**src/rtl/if_fetch_pkg.sv**
```systemverilog
// Shared definitions for the instruction-fetch stage: FSM state encodings,
// the default NOP word and the watchdog counter width.
package if_fetch_pkg;

    typedef enum logic [1:0] {
        ST_IDLE    = 2'd0,
        ST_WAIT    = 2'd1,
        ST_DISCARD = 2'd2
    } fetch_state_e;

    localparam logic [31:0] NOP_INSTR_DEFAULT = 32'h0000_0000;
    localparam int          WDOG_W            = 32;

endpackage

```
**src/rtl/if_fetch_watchdog.sv**
```systemverilog
// Cycle counter that flags a memory request outstanding for too long.
// The count saturates once expired so it can never wrap back to a quiet value.
module fetch_watchdog
    import if_fetch_pkg::*;
#(
    parameter int W = WDOG_W
) (
    input  logic         clk,
    input  logic         rst,
    input  logic         clear,
    input  logic         enable,
    input  logic [W-1:0] limit,
    output logic         expired
);

    logic [W-1:0] count_q;
    logic [W:0]   count_inc;

    assign count_inc = {1'b0, count_q} + {{W{1'b0}}, 1'b1};

    // Expires during the limit-th counted cycle, so the error lands right after it.
    assign expired = enable && (count_inc >= {1'b0, limit});

    // Count enabled cycles, restarting whenever the owner clears it.
    always_ff @(posedge clk) begin
        if (rst || clear) begin
            count_q <= '0;
        end else if (enable && !expired) begin
            count_q <= count_inc[W-1:0];
        end
    end

endmodule

```
**src/rtl/if_fetch.sv**
```systemverilog
// Instruction fetch stage: one outstanding read to instruction memory,
// a single-entry output buffer towards decode, flush handling and
// sticky misalignment / timeout errors.
module if_fetch
    import if_fetch_pkg::*;
#(
    parameter logic [31:0] NOP_INSTR      = NOP_INSTR_DEFAULT,
    parameter int          TIMEOUT_CYCLES = 255
) (
    input  logic        clk,
    input  logic        rst,
    input  logic [31:0] pc,
    input  logic        flush,
    output logic        pc_stall,
    output logic        mem_req,
    output logic [31:0] mem_addr,
    input  logic        mem_ack,
    input  logic [31:0] mem_rdata,
    output logic [31:0] instr,
    output logic [31:0] instr_pc,
    output logic        instr_valid,
    input  logic        decode_ready,
    output logic        addr_err,
    output logic        bus_err
);

    fetch_state_e state_q;
    logic         mem_req_q;
    logic [31:0]  mem_addr_q;
    logic [31:0]  instr_q;
    logic [31:0]  instr_pc_q;
    logic         instr_valid_q;
    logic         addr_err_q;
    logic         bus_err_q;

    logic         free;
    logic         can_issue;
    logic         wd_expired;

    // Buffer slot is free when empty or being consumed this cycle.
    assign free      = !instr_valid_q || decode_ready;
    assign can_issue = free && !flush && !addr_err_q && !bus_err_q;

    // PC moves only on an accepted (non-flushed) response; held during reset.
    assign pc_stall = rst || !((state_q == ST_WAIT) && mem_ack && !flush);

    assign mem_req     = mem_req_q;
    assign mem_addr    = mem_addr_q;
    assign instr       = instr_q;
    assign instr_pc    = instr_pc_q;
    assign instr_valid = instr_valid_q;
    assign addr_err    = addr_err_q;
    assign bus_err     = bus_err_q;

    fetch_watchdog #(
        .W (WDOG_W)
    ) u_watchdog (
        .clk     (clk),
        .rst     (rst),
        .clear   (state_q == ST_IDLE),
        .enable  (state_q != ST_IDLE),
        .limit   (WDOG_W'(TIMEOUT_CYCLES)),
        .expired (wd_expired)
    );

    // Fetch FSM with all outputs registered; ack takes priority over timeout.
    always_ff @(posedge clk) begin
        if (rst) begin
            state_q       <= ST_IDLE;
            mem_req_q     <= 1'b0;
            mem_addr_q    <= 32'h0;
            instr_q       <= NOP_INSTR;
            instr_pc_q    <= 32'h0;
            instr_valid_q <= 1'b0;
            addr_err_q    <= 1'b0;
            bus_err_q     <= 1'b0;
        end else begin
            if (instr_valid_q && decode_ready) begin
                instr_valid_q <= 1'b0;
            end
            case (state_q)
                ST_IDLE: begin
                    if (flush) begin
                        instr_valid_q <= 1'b0;
                    end else if (can_issue) begin
                        if (pc[1:0] == 2'b00) begin
                            mem_req_q  <= 1'b1;
                            mem_addr_q <= pc;
                            state_q    <= ST_WAIT;
                        end else begin
                            addr_err_q <= 1'b1;
                        end
                    end
                end
                ST_WAIT: begin
                    if (flush) begin
                        instr_valid_q <= 1'b0;
                    end
                    if (mem_ack) begin
                        mem_req_q <= 1'b0;
                        state_q   <= ST_IDLE;
                        if (!flush) begin
                            instr_q       <= mem_rdata;
                            instr_pc_q    <= mem_addr_q;
                            instr_valid_q <= 1'b1;
                        end
                    end else if (wd_expired) begin
                        bus_err_q <= 1'b1;
                        mem_req_q <= 1'b0;
                        state_q   <= ST_IDLE;
                    end else if (flush) begin
                        state_q <= ST_DISCARD;
                    end
                end
                ST_DISCARD: begin
                    if (mem_ack) begin
                        mem_req_q <= 1'b0;
                        state_q   <= ST_IDLE;
                    end else if (wd_expired) begin
                        bus_err_q <= 1'b1;
                        mem_req_q <= 1'b0;
                        state_q   <= ST_IDLE;
                    end
                end
                default: begin
                    mem_req_q <= 1'b0;
                    state_q   <= ST_IDLE;
                end
            endcase
        end
    end

endmodule

```
**config.mk**
```make
export PLATFORM = sky130hd
export DESIGN_NAME = if_fetch
export DESIGN_NICKNAME = d
export VERILOG_FILES = /design/src/rtl/if_fetch_pkg.sv /design/src/rtl/if_fetch_watchdog.sv /design/src/rtl/if_fetch.sv
export SDC_FILE = /design/constraint.sdc
export NUM_CORES = 1
export LEC_CHECK = 0
export ABC_CLOCK_PERIOD_IN_PS = 2650
export BUFFER_PORTS_ARGS = -buffer_cell sky130_fd_sc_hd__buf_2
export CAP_MARGIN = 15
export CORE_MARGIN = 5
export CORE_UTILIZATION = 46
export CTS_CLUSTER_DIAMETER = 200
export DETAILED_ROUTE_END_ITERATION = 8
export GPL_TIMING_DRIVEN = 0
export PLACE_DENSITY = 0.76
export SYNTH_ARGS = -nofsm -noshare
export SYNTH_HDL_FRONTEND = slang
export SYNTH_SLANG_ARGS = --single-unit
```
**constraint.sdc**
```tcl
create_clock -name clk -period 2.65 [get_ports clk]
set_input_delay 0.1325 -clock clk [delete_from_list [all_inputs] [get_ports clk]]
set_output_delay 0.1325 -clock clk [all_outputs]
set_load 0.02 [all_outputs]
```
==> results.yml, run 1 <==
critical_path:
  startpoint_type: "register"
  crit_type: "reg -> reg"
  cp.arrival_ps: 3110
  r2r_start: "u_watchdog.count_q[14]"
  startpoint: "u_watchdog.count_q[14]"
  crit_fanout: 6
  required_ps: 2970
  end_kind: "register"
grt:
  grt_first_pass_wirelength_um: 28790
  grt_pass1_vias: 5706
  busiest_layer: "met2"
  grt_max_degree: 17
  grt_util_met2_pct: 42.61
  met3_usage_pct: 8.506
  grtUsageTotal_pct: 25.31
  met1_usage_pct: 28.47
  overflow: 0
  antenna_found_initial: 0
floorplan:
  ios: 170
  die_h_um: 117.6
  start_util_pct: 46.87
  dieArea_um2: 13840
  core_area_um2: 11370
  die_w_um: 117.6
  row_count: 39
sta:
  setup_viol: 30
  relSlewSlack_pct: 60.21
  hold_violations: 0
  rsz0062_at_grt: "true"
  min_period_ps: 2791
  fmax_mhz: 358.3
  clock_skew_ps: 12.53
  slew_viol_final: 0
  setup-tns-final_ps: -2856
  tightestPinTransition_ps: 594.6
  period_share_pct: 105.3
  layout_setup_ws_ps: -141.2
yosys:
  yosysSeqAreaShare_pct: 50.34
  async_reset_ff_share_pct: 0
  syn-num-nets: 735
  synth-edff-count: 0
  syn_inst: 661
  yosysTopAreaCellShare_pct: 50.34
  synthTopCellsByArea: "dfxtp_1, nand2_1, a21oi_1"
  avgSynthCellArea_um2: 8.062
  ys_seq_elements: 134
  netlist_area_um2: 5329
  yosys_most_used_dff: "dfxtp_1"
  ys_types: 55
  yosysTopAreaCell: "dfxtp_1"
  yosys_warnings: 0
placed_design:
  gp_congestion: 0.8429
  pre_cts_ws_ps: -412.2
  dp_hpwl_um: 10860
  port_buffers: 169
pwr:
  finalPower_w: 0.005118
  peakVddDrop_mv: 0.5522
  p_leak_nw: 3.456
  p_per_area_nw_per_um2: 635.7
layout:
  drive_above_1_share_pct: 30.50
  final_cell_mix: "nand2_1, buf_2, dfxtp_1"
  finalNetCount: 1002
  diodes: 0
  layout_commonest_cell: "nand2_1"
  syn_to_final_growth_pct: 51.09
routing:
  vias_per_cell: 5.400
  drtIter0Drc: 398
  avgRoutedWirePerCell_um: 16.82
  drtPass1Iterations: 5
  drt_wl_total_um: 18230
  ant_nets: 0
  routed-via-count: 5854
  drc_errors: 0
clock_network:
  cts_sinks: 134
  clockRootBuffer: "clkbuf_16"
  cts_buffers: 17
  insertion_delay_ps: 430
  clk_path_buf_depth: 2
  clk_pin_slew_ps: 60
  cts_max_level: 4
  cts_tree: "done"
hold_path:
  hold_start: "flush"
  hold_path.class: "in -> reg"
status:
  status: "complete, but fails checks"
  violations: "negative setup slack"
flow_run:
  cap_violations: 0
==> area by class of cell <==
cell class / count / area [µm²]
buffer: 40 / 225.2
clock buffer: 18 / 439.2
clock inverter: 14 / 175.2
fill: 830 / 3318
inverter: 8 / 30.03
multi-input combinational: 475 / 2634
sequential: 134 / 2708
tap: 143 / 178.9
timing repair buffer: 252 / 1662
==> layer usage <==
metal  vias up  wire (µm)
met5         -          0
met4         0        723
met3        64       1654
met2       276       9007
met1      2709       6846
li1       2805          -
==> what timing repair did <==
item                                   4_1_cts  5_1_grt
gates cloned                                 2        1
hold buffers                                62        0
setup buffers                                7       11
resized for setup                           27       44
endpoints found under the hold margin       62        0
setup endpoints to repair                   37       37
pin swaps                                    6       13
==> critical path, cell delays in order, from the launching register on <==
cell	delay [ps]
dfxtp_1	350
nand4_1	140
buf_6	140
nor2_4	60
clkbuf_2	150
buf_4	150
a211o_2	280
a22oi_1	180
o2111ai_1	140
or4_4	450
buf_6	160
buf_8	140
buf_8	130
a32o_1	230
==> cells in the mapped netlist (all sizes together), types with 5 or more instances <==
cell type	instances
a21oi	104
buf	9
nor3	9
nor2b	5
nor4	5
o21ai	13
dfxtp	134
nand3	17
nor2	13
nand2	206
nand4	12
or3	8
ha	5
clkbuf	35
inv	8
and3	29
==> power by group <==
group / internal, W / leakage [nW] / switching, W
logic: 0.000222 / 2.07 / 0.000337
registers: 0.00207 / 1.09 / 0.0000429
clock network: 0.00151 / 0.293 / 0.000938
==> kinds of logic (layout without fill, tap and decap cells) <==
group | Yosys count | count (layout) | synth area share (%)
AOI/OAI and AO/OA | 147 | 147 | 16.01
xor gates and xnor gates | 7 | 7 | 1.151
adders and majority gates | 5 | 5 | 1.174
buffers and inverters | 52 | 332 | 4.179
DFF | 134 | 134 | 50.34
muxes | 1 | 1 | 0.1878
and+or+nand+nor | 315 | 315 | 26.95
==> sequential cells by signal, indices dropped and copies added (netlist names) <==
name and flops:
bus_err 1, instr_pc 32, u_watchdog.count_q 32, mem_addr 32, instr_valid 1, mem_req 1, state_q 2, addr_err 1
instr 32
==> per-stage QoR <==
| stage | hold WS (ps) | area, µm² | util [%] | instances |
|---|---|---|---|---|
| floorplan | 268.5 | 5376 | - | 661 |
| global placement | 373.3 | 6401 | 56.30 | 973 |
| detailed placement | 378.2 | 6401 | 56.30 | 973 |
| CTS | 44.38 | 7826 | 68.83 | 1075 |
| global route | 57.48 | 8051 | 70.82 | 1084 |
| finish | 48.78 | 8051 | 70.82 | 1084 |
==> path summary, 6_finish.rpt <==
path                      end  slack [ps]  depth (start not counted)
setup / recovery      bus_err        -140                         13
hold / removal    instr_valid          50                          3
setup reg to reg      bus_err        -140                         13
hold reg to reg      instr[5]         450                          2
Power figures use the tool's default switching activity.
==> run 2: changes to the inputs <==
Settings changed: CTS_CLUSTER_SIZE from default to 12, SETUP_SLACK_MARGIN from default to 0.02.
==> run 2 against run 1 <==
Compared with the run above:
- clock power is 9.8% lower
- via count is 1.4% lower
- highest routed layer unchanged
- worst setup slack worse by 50 ps
- sequential power hardly changed
- fmax is 1.7% lower
- the flow still finishes with violations (negative setup slack)
- register-to-register slack worse by 50 ps
- critical path depth is 1 lower
- wire length is 2.5% lower
==> results.yml, run 2 (synthesis results as in run 1) <==
sta:
  slew_viol_final: 0
  setup_viol: 35
  fmax_mhz: 352.0
  holdWs_ps: 67.09
  clock_skew_ps: 8.017
  rsz0062_at_grt: "true"
  hold_violations: 0
  relSlewSlack_pct: 60.97
  min_period_ps: 2841
  period_share_pct: 107.2
  tightestPinTransition_ps: 583.3
  layout_setup_ws_ps: -190.8
floorplan:
  die_h_um: 117.6
  start_util_pct: 46.87
  dieArea_um2: 13840
  row_count: 39
  core_area_um2: 11370
  die_w_um: 117.6
  ios: 170
placed_design:
  port_buffers: 169
  dp_hpwl_um: 10980
  gp_congestion: 0.8252
  dpl_cell_area_um2: 6401
grt:
  grt_max_degree: 17
  grtUsageTotal_pct: 25.00
  overflow: 0
  grt_first_pass_wirelength_um: 28390
  antenna_found_initial: 0
  grt_pass1_vias: 5807
critical_path:
  r2r_slack_ps: -190
  crit_fanout: 8
  crit_top_cell: "buf_6"
  required_ps: 2960
  crit_type: "reg -> reg"
  rr_endpoint: "bus_err"
  cp_slowest_stage_delay_ps: 530
  crit_chain: "buf_6, nand3_4, nor4_4, buf_6, nand4_1, a21oi_1, o2111ai_1, or4_4, buf_6, buf_12, buf_8, a32o_1"
  end_kind: "register"
  startpoint_type: "register"
  slowest_stage: "or4_4"
  cp.arrival_ps: 3150
  r2r_cells: 12
  r2r_start: "u_watchdog.count_q[3]"
layout:
  drive_above_1_share_pct: 28.92
  layout_commonest_cell: "nand2_1"
  diodes: 0
  syn_to_final_growth_pct: 48.77
  finalNetCount: 998
  design_area_um2: 7928
  final_cell_mix: "nand2_1, buf_2, dfxtp_1"
  final_core_utilization_pct: 69.73
clock_network:
  cts_max_level: 4
  clk_path_buf_depth: 2
  cts_buffers: 17
  insertion_delay_ps: 420
  clk_pin_slew_ps: 60
  clockRootBuffer: "clkbuf_16"
  cts_sinks: 134
  cts_tree: "done"
routing:
  ant_nets: 0
  avgRoutedWirePerCell_um: 16.45
  vias_per_cell: 5.346
  drtIter0Drc: 376
  drt_wl_total_um: 17770
  routed-via-count: 5774
  drc_errors: 0
  drtPass1Iterations: 5
hold_path:
  hold_start: "flush"
  whs_endpoint: "instr_valid"
  hold_path_depth: 3
  hold_path.class: "in -> reg"
status:
  status: "complete, but fails checks"
  violations: "negative setup slack"
pwr:
  p_per_area_nw_per_um2: 613.6
  peakVddDrop_mv: 0.5234
  finalPower_w: 0.004864
  p_leak_nw: 3.409
flow_run:
  cap_violations: 0
-- run 2: changes by cell type in the layout (fill, tap and decap cells not counted), moves of 2 or more --
| cell | previous run | this run |
|---|---|---|
| and3_1 | 16 | 22 |
| and3_4 | 13 | 7 |
| buf_4 | 14 | 9 |
| clkbuf_1 | 30 | 35 |
| clkinv_4 | 3 | 0 |
| dfxtp_1 | 122 | 125 |
| dfxtp_2 | 8 | 5 |
| inv_6 | 3 | 0 |
| o21ai_2 | 2 | 5 |
| bufinv_16 | 3 | 1 |
| clkbuf_8 | 1 | 3 |
| clkinv_2 | 2 | 4 |
| o21ai_1 | 3 | 1 |
-- run 2: layout make-up --
type	count	area, µm²
inverters	8	30.03
clock inverters	8	71.32
flip-flops and latches	134	2704
clock buffers	24	483.0
well taps	143	178.9
fillers	879	3442
multi-input cells	475	2605
repair buffers	245	1622
plain buffers	43	234.0
-- run 2: layer usage --
layer  wire (µm)  track usage (%)  vias up
met2        8665            41.90      251
met3        1256            8.554       75
li1            -                -     2794
met4         813            12.62        0
met5           0                0        -
met1        7032            28.17     2654
-- run 2: report_power, final --
group	internal [W]	switching, W	leakage [nW]	total (W)
Combinational	0.000220	0.000322	2.05	0.000542
Clock	0.00136	0.000849	0.269	0.00221
Sequential	0.00207	0.0000426	1.09	0.00211
Total	0.00365	0.00121	3.41	0.00486
-- run 2: per-stage QoR --
step	std cells	setup WS (ps)	setup TNS, ps
floorplan	661	-41.24	-209.3
global placement	973	-373.2	-9983
detailed placement	973	-406.1	-10790
CTS	1079	-116.4	-1601
global route	1080	-268.2	-6798
finish	1080	-190.8	-3770
-- run 2: timing repair --
action                                  in CTS  in global routing
gates cloned                                 3                  1
hold buffers                                62                  0
pin swaps                                   11                  6
hold endpoints to repair                    62                  0
buffers inserted                             9                  1
resized for setup                           35                 27
endpoints found under the setup margin      37                 37
-- run 2: worst max-delay path, delay by kind of cell, from the launching register on --
| kind | cells | cell delay [ps] |
|---|---|---|
| and+or+nand+nor | 4 | 1070 |
| buffers and inverters | 5 | 760 |
| AOI/OAI and AO/OA | 3 | 590 |
| DFF | 1 | 320 |
-- run 2: worst max-delay path by stage --
stage / startpoint / to / slack, ps / cells after the start
after floorplan: u_watchdog.count_q[1] / bus_err / -40 / 11
after global placement: u_watchdog.count_q[1] / u_watchdog.count_q[14] / -370 / 11
after detailed placement: u_watchdog.count_q[1] / u_watchdog.count_q[18] / -410 / 11
after CTS: u_watchdog.count_q[0] / bus_err / -120 / 12
after global routing: u_watchdog.count_q[10] / state_q[1] / -270 / 11
final: u_watchdog.count_q[3] / bus_err / -190 / 12
